### src/rtl/uart_tx_fifo_if.sv
// Enqueue-side bus of the UART transmitter: word, request, not-full flag and occupancy.
interface uart_tx_fifo_if #(
  parameter int DATA_W = 8,
  parameter int DEPTH  = 4
);
  logic [DATA_W-1:0]      DATA;
  logic                   EN;
  logic                   READY;
  logic [$clog2(DEPTH):0] LEVEL;

  modport master (output DATA, output EN, input READY, input LEVEL);
  modport slave  (input DATA, input EN, output READY, output LEVEL);
endinterface

### src/rtl/uart_tx_fifo.sv
// UART transmitter with a small transmit FIFO; frame format and bit period are
// captured per word at pop time so mid-frame setting changes apply to the next frame.
module uart_tx_fifo #(
  parameter int DATA_W = 8,
  parameter int DEPTH  = 4,
  parameter int CNT_W  = 16
) (
  input  logic             CLK,
  input  logic             RESET,
  uart_tx_fifo_if.slave    host,
  input  logic [CNT_W-1:0] BIT_TIME,
  input  logic             PARITY_EN,
  input  logic             PARITY_ODD,
  input  logic             STOP2,
  input  logic             MSB_FIRST,
  output logic             BUSY,
  output logic             TX
);
  localparam int AW = $clog2(DEPTH);
  localparam int LW = AW + 1;
  localparam int IW = $clog2(DATA_W);

  typedef enum logic [2:0] {
    ST_IDLE, ST_START, ST_DATA, ST_PARITY, ST_STOP1, ST_STOP2
  } state_t;

  state_t            state_reg, state_next;
  logic [DATA_W-1:0] mem [DEPTH];
  logic [AW-1:0]     wr_ptr_reg, rd_ptr_reg;
  logic [LW-1:0]     count_reg;
  logic [CNT_W-1:0]  bit_cnt_reg, bit_time_reg;
  logic [IW-1:0]     data_idx_reg;
  logic [DATA_W-1:0] shift_reg;
  logic              parity_reg, parity_en_reg, stop2_reg, tx_reg;

  logic              fifo_empty, push, pop, bit_end, last_data, frame_done, cur_bit;
  logic [DATA_W-1:0] head_word, head_rev;

  assign fifo_empty = (count_reg == '0);
  assign host.READY = (count_reg < LW'(DEPTH));
  assign host.LEVEL = count_reg;
  assign push       = host.EN && host.READY;
  assign head_word  = mem[rd_ptr_reg];
  assign bit_end    = (bit_cnt_reg == bit_time_reg);
  assign last_data  = (data_idx_reg == IW'(DATA_W - 1));
  assign BUSY       = (state_reg != ST_IDLE) || !fifo_empty;
  assign TX         = tx_reg;

  // MSB-first words are stored reversed so the data phase always shifts out bit 0.
  generate
    for (genvar gi = 0; gi < DATA_W; gi++) begin : g_rev
      assign head_rev[gi] = head_word[DATA_W-1-gi];
    end
  endgenerate

  always_ff @(posedge CLK) begin
    if (push) begin
      mem[wr_ptr_reg] <= host.DATA;
    end
  end

  always_ff @(posedge CLK) begin
    if (RESET) begin
      state_reg     <= ST_IDLE;
      tx_reg        <= 1'b1;
      wr_ptr_reg    <= '0;
      rd_ptr_reg    <= '0;
      count_reg     <= '0;
      bit_cnt_reg   <= '0;
      bit_time_reg  <= '0;
      data_idx_reg  <= '0;
      shift_reg     <= '0;
      parity_reg    <= 1'b0;
      parity_en_reg <= 1'b0;
      stop2_reg     <= 1'b0;
    end else begin
      state_reg <= state_next;
      tx_reg    <= cur_bit;
      if (push) begin
        wr_ptr_reg <= wr_ptr_reg + AW'(1);
      end
      if (pop) begin
        rd_ptr_reg <= rd_ptr_reg + AW'(1);
      end
      count_reg <= count_reg + LW'(push) - LW'(pop);
      if (state_reg == ST_IDLE || bit_end) begin
        bit_cnt_reg <= '0;
      end else begin
        bit_cnt_reg <= bit_cnt_reg + CNT_W'(1);
      end
      if (pop) begin
        shift_reg     <= MSB_FIRST ? head_rev : head_word;
        parity_reg    <= (^head_word) ^ PARITY_ODD;
        bit_time_reg  <= BIT_TIME;
        parity_en_reg <= PARITY_EN;
        stop2_reg     <= STOP2;
        data_idx_reg  <= '0;
      end else if (state_reg == ST_DATA && bit_end) begin
        shift_reg    <= shift_reg >> 1;
        data_idx_reg <= last_data ? '0 : data_idx_reg + IW'(1);
      end
    end
  end

  always_comb begin
    state_next = state_reg;
    case (state_reg)
      ST_IDLE:   if (!fifo_empty) state_next = ST_START;
      ST_START:  if (bit_end) state_next = ST_DATA;
      ST_DATA:   if (bit_end && last_data) state_next = parity_en_reg ? ST_PARITY : ST_STOP1;
      ST_PARITY: if (bit_end) state_next = ST_STOP1;
      ST_STOP1: begin
        if (bit_end) begin
          if (stop2_reg)       state_next = ST_STOP2;
          else if (fifo_empty) state_next = ST_IDLE;
          else                 state_next = ST_START;
        end
      end
      ST_STOP2:  if (bit_end) state_next = fifo_empty ? ST_IDLE : ST_START;
      default:   state_next = ST_IDLE;
    endcase
  end

  always_comb begin
    frame_done = bit_end && ((state_reg == ST_STOP1 && !stop2_reg) || state_reg == ST_STOP2);
    pop        = !fifo_empty && (state_reg == ST_IDLE || frame_done);
    cur_bit    = 1'b1;
    case (state_reg)
      ST_START:  cur_bit = 1'b0;
      ST_DATA:   cur_bit = shift_reg[0];
      ST_PARITY: cur_bit = parity_reg;
      default:   cur_bit = 1'b1;
    endcase
  end
endmodule

### src/flat_wrapper.sv
// flat-port wrapper written by rule: the top's interface ports become plain ports
module uart_tx_fifo_flat 
#(
  parameter int DATA_W = 8,
  parameter int DEPTH  = 4,
  parameter int CNT_W  = 16
)
  (CLK, RESET, BIT_TIME, PARITY_EN, PARITY_ODD, STOP2, MSB_FIRST, BUSY, TX, host_DATA, host_EN, host_READY, host_LEVEL);
  uart_tx_fifo_if #(.DATA_W(DATA_W), .DEPTH(DEPTH)) host_i ();
  input  logic CLK;
  input  logic RESET;
  input  logic [CNT_W-1:0] BIT_TIME;
  input  logic PARITY_EN;
  input  logic PARITY_ODD;
  input  logic STOP2;
  input  logic MSB_FIRST;
  output logic BUSY;
  output logic TX;
  input wire logic [$bits(host_i.DATA)-1:0] host_DATA;
  input wire logic [$bits(host_i.EN)-1:0] host_EN;
  output wire logic [$bits(host_i.READY)-1:0] host_READY;
  output wire logic [$bits(host_i.LEVEL)-1:0] host_LEVEL;
  assign host_i.DATA = host_DATA;
  assign host_i.EN = host_EN;
  assign host_READY = host_i.READY;
  assign host_LEVEL = host_i.LEVEL;
  uart_tx_fifo #(.DATA_W(DATA_W), .DEPTH(DEPTH), .CNT_W(CNT_W)) u_core (.CLK(CLK), .RESET(RESET), .host(host_i), .BIT_TIME(BIT_TIME), .PARITY_EN(PARITY_EN), .PARITY_ODD(PARITY_ODD), .STOP2(STOP2), .MSB_FIRST(MSB_FIRST), .BUSY(BUSY), .TX(TX));
endmodule
### config.mk
export PLATFORM = sky130hd
export DESIGN_NAME = uart_tx_fifo_flat
export DESIGN_NICKNAME = d
export VERILOG_FILES = /design/src/rtl/uart_tx_fifo_if.sv /design/src/rtl/uart_tx_fifo.sv /design/src/flat_wrapper.sv
export SDC_FILE = /design/constraint.sdc
export NUM_CORES = 1
export LEC_CHECK = 0
export CORE_AREA = 2 2 76 114
export DETAILED_ROUTE_END_ITERATION = 10
export DIE_AREA = 0 0 78 116
export PLACE_DENSITY_LB_ADDON = 0.12
export SYNTH_ARGS = -nofsm -noshare
export SYNTH_HDL_FRONTEND = slang
export SYNTH_SLANG_ARGS = --single-unit
### constraint.sdc
create_clock -name CLK -period 3.3 [get_ports CLK]
set_input_delay 0.99 -clock CLK [delete_from_list [all_inputs] [get_ports CLK]]
set_output_delay 0.99 -clock CLK [all_outputs]
set_load 0.03 [all_outputs]
* After elaboration in Yosys (flattened, before gate mapping)
Memories as Yosys holds them, arrays and structs flattened. A register that Yosys moved wholly into a read port is not among the register bits.
Cells that the tools add are included.
** Storage, ports and cells
- Register bits :: 57
- Memory bits (writable) :: 32
- Input bits :: 31
- Output and inout port bits :: 6
- Logic and storage cells :: 73
- Memories kept :: 1
** Memory list
- u_core.mem :: words 4, bits a word 8, rd ports 1, clocked after memory_dff 1, write ports 1, line uart_tx_fifo.sv:28 : logic [DATA_W-1:0] mem [DEPTH];
** Operators by class
- Add/subtract/negate cells :: 6
- Order comparisons :: 1
- Equality and inequality tests :: 13
- Multiplexer cells :: 19
- Bitwise operators :: 1
- Reduce and logical (&&, ||, !) cells :: 20
** Operators with widths (number)
- $mux W3 :: 9
- $mux W8 :: 3
- $pmux W3 S6 :: 1
- $add A16 B1 Y16 const B :: 1
- $eq A16 B16 Y1 :: 1
- $eq A3 B3 Y1 const B :: 3
- $ne A2 B1 Y1 const B :: 4
- $reduce_xor A8 Y1 :: 1
- $eq A3 B2 Y1 const B :: 2
- $logic_and A1 B1 Y1 :: 6
- $logic_not A3 Y1 :: 2
- $reduce_and A6 Y1 :: 1
- $add A2 B1 Y2 const B :: 2
- $logic_or A1 B1 Y1 :: 4
- $mux W2 :: 2
- $ne A2 B2 Y1 const B :: 2
- $reduce_or A2 Y1 :: 2
- $add A3 B1 Y3 :: 1
- $add A3 B1 Y3 const B :: 1
- $eq A3 B1 Y1 const B :: 1
- $lt A3 B3 Y1 const B :: 1
- $mux W1 :: 3
- $pmux W1 S3 :: 1
- $reduce_bool A3 Y1 :: 1
- other kinds (4) :: 5

* Logic depth before layout (Yosys ltp)
- Depth in word-level cells :: 8
- Depth in mapped cells :: 13
- Mapped depth without buffers :: 12

* Worst setup path after synthesis
OpenSTA, ideal clock, no wires.
- Kind :: reg2reg
- Start point :: register u_core.count_reg[2], in the netlist u_core.host.LEVEL[2]
- End point :: register u_core.count_reg[2], in the netlist u_core.host.LEVEL[2]
- Library setup time :: 128 ps
- Data arrival time :: 2529 ps
- Data required time :: 3172 ps
- Path slack :: 643 ps
- Cell stages (with the launch flop) :: 13
- Buffers on the path :: 1
- Period minus slack after synthesis :: 2657 ps
- Cell sequence :: dfxtp_1 nor3_1 nor2_1 a31oi_1 buf_2 inv_2 ha_1 inv_1 ha_1 fa_1 xnor2_1 xnor2_1 nor2_1
** On the way
- Longest elaborated chain between the ends :: 4
- Elaborated cells on any way between the ends :: 7
- Classes of those cells :: add/sub (2); order compare (1); reduce/logical (4)
** RTL lines
- start, declared :: line uart_tx_fifo.sv:30 : logic [LW-1:0] count_reg;
- start signal, assigned :: line uart_tx_fifo.sv:85 : count_reg <= count_reg + LW'(push) - LW'(pop);
- $lt A3 B3 Y1 / $logic_not A3 Y1 (equally long branches) :: line uart_tx_fifo.sv:40, uart_tx_fifo.sv:39
- $logic_and A1 B1 Y1 / $logic_not A1 Y1 (equally long branches) :: line uart_tx_fifo.sv:42, uart_tx_fifo.sv:126
- $add A3 B1 Y3 / $logic_and A1 B1 Y1 (equally long branches) :: line uart_tx_fifo.sv:85, uart_tx_fifo.sv:126
- $sub A3 B1 Y3 * :: line uart_tx_fifo.sv:85
Every way passes the cells marked *; elsewhere a longest branch is shown, timed or not.
A chain may end at the register's enable or synchronous reset.

* Worst setup path after layout
- Start point :: register u_core.state_reg[1]
- End point :: output port BUSY
** On the way
- Longest elaborated chain between the ends :: 2
** RTL lines
- start, declared :: line uart_tx_fifo.sv:27 : state_t state_reg, state_next;
- start signal, assigned :: line uart_tx_fifo.sv:77 : state_reg <= state_next;
- $reduce_bool A3 Y1 :: line uart_tx_fifo.sv:46 : assign BUSY = (state_reg != ST_IDLE) || !fifo_empty;
- $logic_or A1 B1 Y1 :: line uart_tx_fifo.sv:46
- end, declared :: line flat_wrapper.sv:17 : output logic BUSY;
Every way passes these cells.

==> metrics.txt <==
total area of sequential cells=2142 um2; # fillers=679; number of nets produced by synthesis=396; Ys Warns=0; crit path time final=2.827 ns; Int Pwr=2689 uW; DIE WIDTH=78 um; vias per std cell=approximately 5.1; share of synthesized area occupied by flip-flops and latches=0.5355; final design area excluding fillers=4758 um2; maximum cell stage delay along the critical path=0.61 ns; clock power share=0.249; ports placed on the boundary=37; leading cell type in the layout, fill and taps excluded=dfxtp_1; result of the run=complete, no violations; CP cell instances=nor3_1, nand2_1, clkdlybuf4s50_1; footprint of the multi-input gates=1733 um2; highest-count cells in the layout ignoring fill and taps=dfxtp_1 (59), nor2_1 (44), clkdlybuf4s50_1 (36), edfxtp_1 (32), xnor2_1 (30); top cell type's share of synthesized area=0.2953; number of cell rows=40; cell count after synthesis=355; cell area after technology mapping=about 4000 um2; class of the most critical setup path=register to output pin; first drt pass iteration count=4; overall die height=116 um; number of flip-flops and latches in the synthesized netlist=91; Reg power frac=0.384; TritonCTS clock tree=yes; CP max stage cell=clkdlybuf4s50_1; clk buf depth=2; post-route antenna net violation count=0; TNS Setup=0 ns; leak pwr=0.001776 uW; final count of hold timing violations=0; number of buffers inserted during clock tree synthesis=9; maximum number of pins on one net before global-route repair=43; part of the total power dissipated in combinational logic=0.367; post-CTS clock slew at the launch and capture registers of the worst setup and hold paths=around 0.070 ns; worst supply voltage drop on vdd=between 0.0004 and 0.0005 V; clock sinks=91; Routed WL per cell=~14 um; GRT overflow=0; via total after detailed routing=2556; relative area change from synthesis to final layout=18.96%; Clock Root Buffer=clkbuf_16; hold buffer count at cts=0; switching share of power=0.3393; GRT Util Overall=0.1713; first-pass GRT wire length=between 10000 and 15000 um; RSZ-0062 raised after global routing=false; worst hold path type=register to register; final wirelength=7112 um; post_cts resized=0; clock latency reported for the late side of the worst-skew pair=0.34 ns; period utilization=0.8566; DIE AREA=9048 um2; reported net switching power=about 1400 uW; initial core utilization=0.4995; depth of the worst register-to-register path=13; upper clock frequency limit=0.3538 GHz; largest area contributor in the synthesized netlist=dfxtp_1; remaining design rule violation count=0; total placed instance area=4461 um2; mean instance size in the synthesized netlist=11.27 um2; global placer's final weighted congestion=0.7350; Detailed Route Iter0 Violations=95; final antenna diode count=0; number of max-cap violations=0; Post-CTS Setup Bufs=0; Slew @ Worst Pin=between 0.5 and 0.6 ns; normalized max-slew margin=0.6113; standard cell core area=8008 um2; leading cell types by total area after synthesis=dfxtp_1 (30%), edfxtp_1 (24%), mux2i_1 (7.0%); final net count=429; Max Transition Viols Final=0; max FFs per register=32; initial antenna violation count=0; count of final setup violators=0; fraction of layout instances using a drive strength above 1=0.08142; unique cell type count in the Yosys netlist=38; number of global-route vias before repair=2525; H-tree levels=3; worst-path fanout max=12; detailed placement HPWL=5091 um; power per unit of standard cell area=approximately 860 nW/um2; hold-critical path depth=2; critical path arrival=1.84 ns; number of port buffers=36; clock skew=between 0.009 and 0.01 ns; required time at the endpoint of the critical path=2.31 ns; Critical Path Sink Type=output pin; critical path launch point type=register
[synthesized netlist by cell type, drive strengths merged]
master   n
a211oi  18
a21o     1
a21oi    9
a31oi    2
and2     4
and3     4
buf      6
clkbuf  13
dfxtp   59
edfxtp  32
fa       1
ha       9
inv     15
mux2i   28
mux4     8
nand2   10
nand2b   2
nand3    7
nand4    6
nor2    44
nor2b   14
nor3     4
nor4     2
o211ai   1
o21ai    7
o22ai    1
or2      1
or3      5
or3b     1
or4b     1
xnor2   30
xor2    10
[cell type report]
type	count	area share
Clock inverter	7	0.01525
Tap cell	105	0.02761
Multi-Input combinational cell	230	0.3642
Sequential cell	91	0.4502
Clock buffer	9	0.04733
Timing Repair Buffer	41	0.08362
Inverter	15	0.01183
[power by group through the flow]
stage	Sequential, uW	Combinational, uW	Clock, uW
3_3_place_gp	1580	1480	0
6_report	1560	1490	1010
3_5_place_dp	1590	1510	0
4_1_cts	1570	1520	1040
5_1_grt	1600	1650	1080
2_1_floorplan	1530	1190	0
[per-stage QoR]
| step | total power [uW] | util | setup WS [ns] | hold slack, ns | instances |
|---|---|---|---|---|---|
| detailed placement | 3100 | 0.5570 | 0.6274 | 0.4624 | 482 |
| floorplan | 2725 | - | 0.6430 | 0.4397 | 355 |
| finish | 4070 | 0.5942 | 0.4732 | 0.4768 | 498 |
| global route | 4331 | 0.5942 | 0.3221 | 0.4997 | 498 |
| global placement | 3068 | 0.5570 | 0.6720 | 0.4563 | 482 |
| CTS | 4128 | 0.5942 | 0.4581 | 0.4745 | 498 |
[worst paths after layout]
kind | endpoint | start | slack (ns)
setup / recovery | BUSY | u_core.state_reg[1] | 0.47
hold / removal | u_core.shift_reg[7] | u_core.shift_reg[7] | 0.48
hold reg to reg | u_core.shift_reg[7] | u_core.shift_reg[7] | 0.48
setup reg to reg | u_core.host.LEVEL[2] | u_core.bit_cnt_reg[5] | 0.68
[per-layer routing]
metal / vias up / part of all wire / track usage
met2: 42 / 0.50 / 0.2971
met4: 0 / 0.013 / 0.06667
met5: - / 0 / 0
met3: 7 / 0.029 / 0.03894
met1: 1203 / 0.45 / 0.2073
li1: 1304 / - / -
[cell families (layout without fill, tap and decap cells)]
| kind of cell | after synthesis | count (layout) | share of synthesized area |
|---|---|---|---|
| AOI/OAI and AO/OA | 39 | 39 | 0.06350 |
| muxes | 36 | 36 | 0.1151 |
| and+or+nand+nor | 105 | 105 | 0.1301 |
| buffers and inverters | 34 | 72 | 0.03503 |
| xor gates and xnor gates | 40 | 40 | 0.08758 |
| adders and majority gates | 10 | 10 | 0.03316 |
| DFF | 91 | 91 | 0.5355 |
[worst max-delay path: cells and delay by family, from the launching register on]
kind	cells	cell delay (ns)
buffers and inverters	1	0.61
flip-flops	1	0.41
AND/OR/NAND/NOR	2	0.48
(Power assumes the default switching activity.)
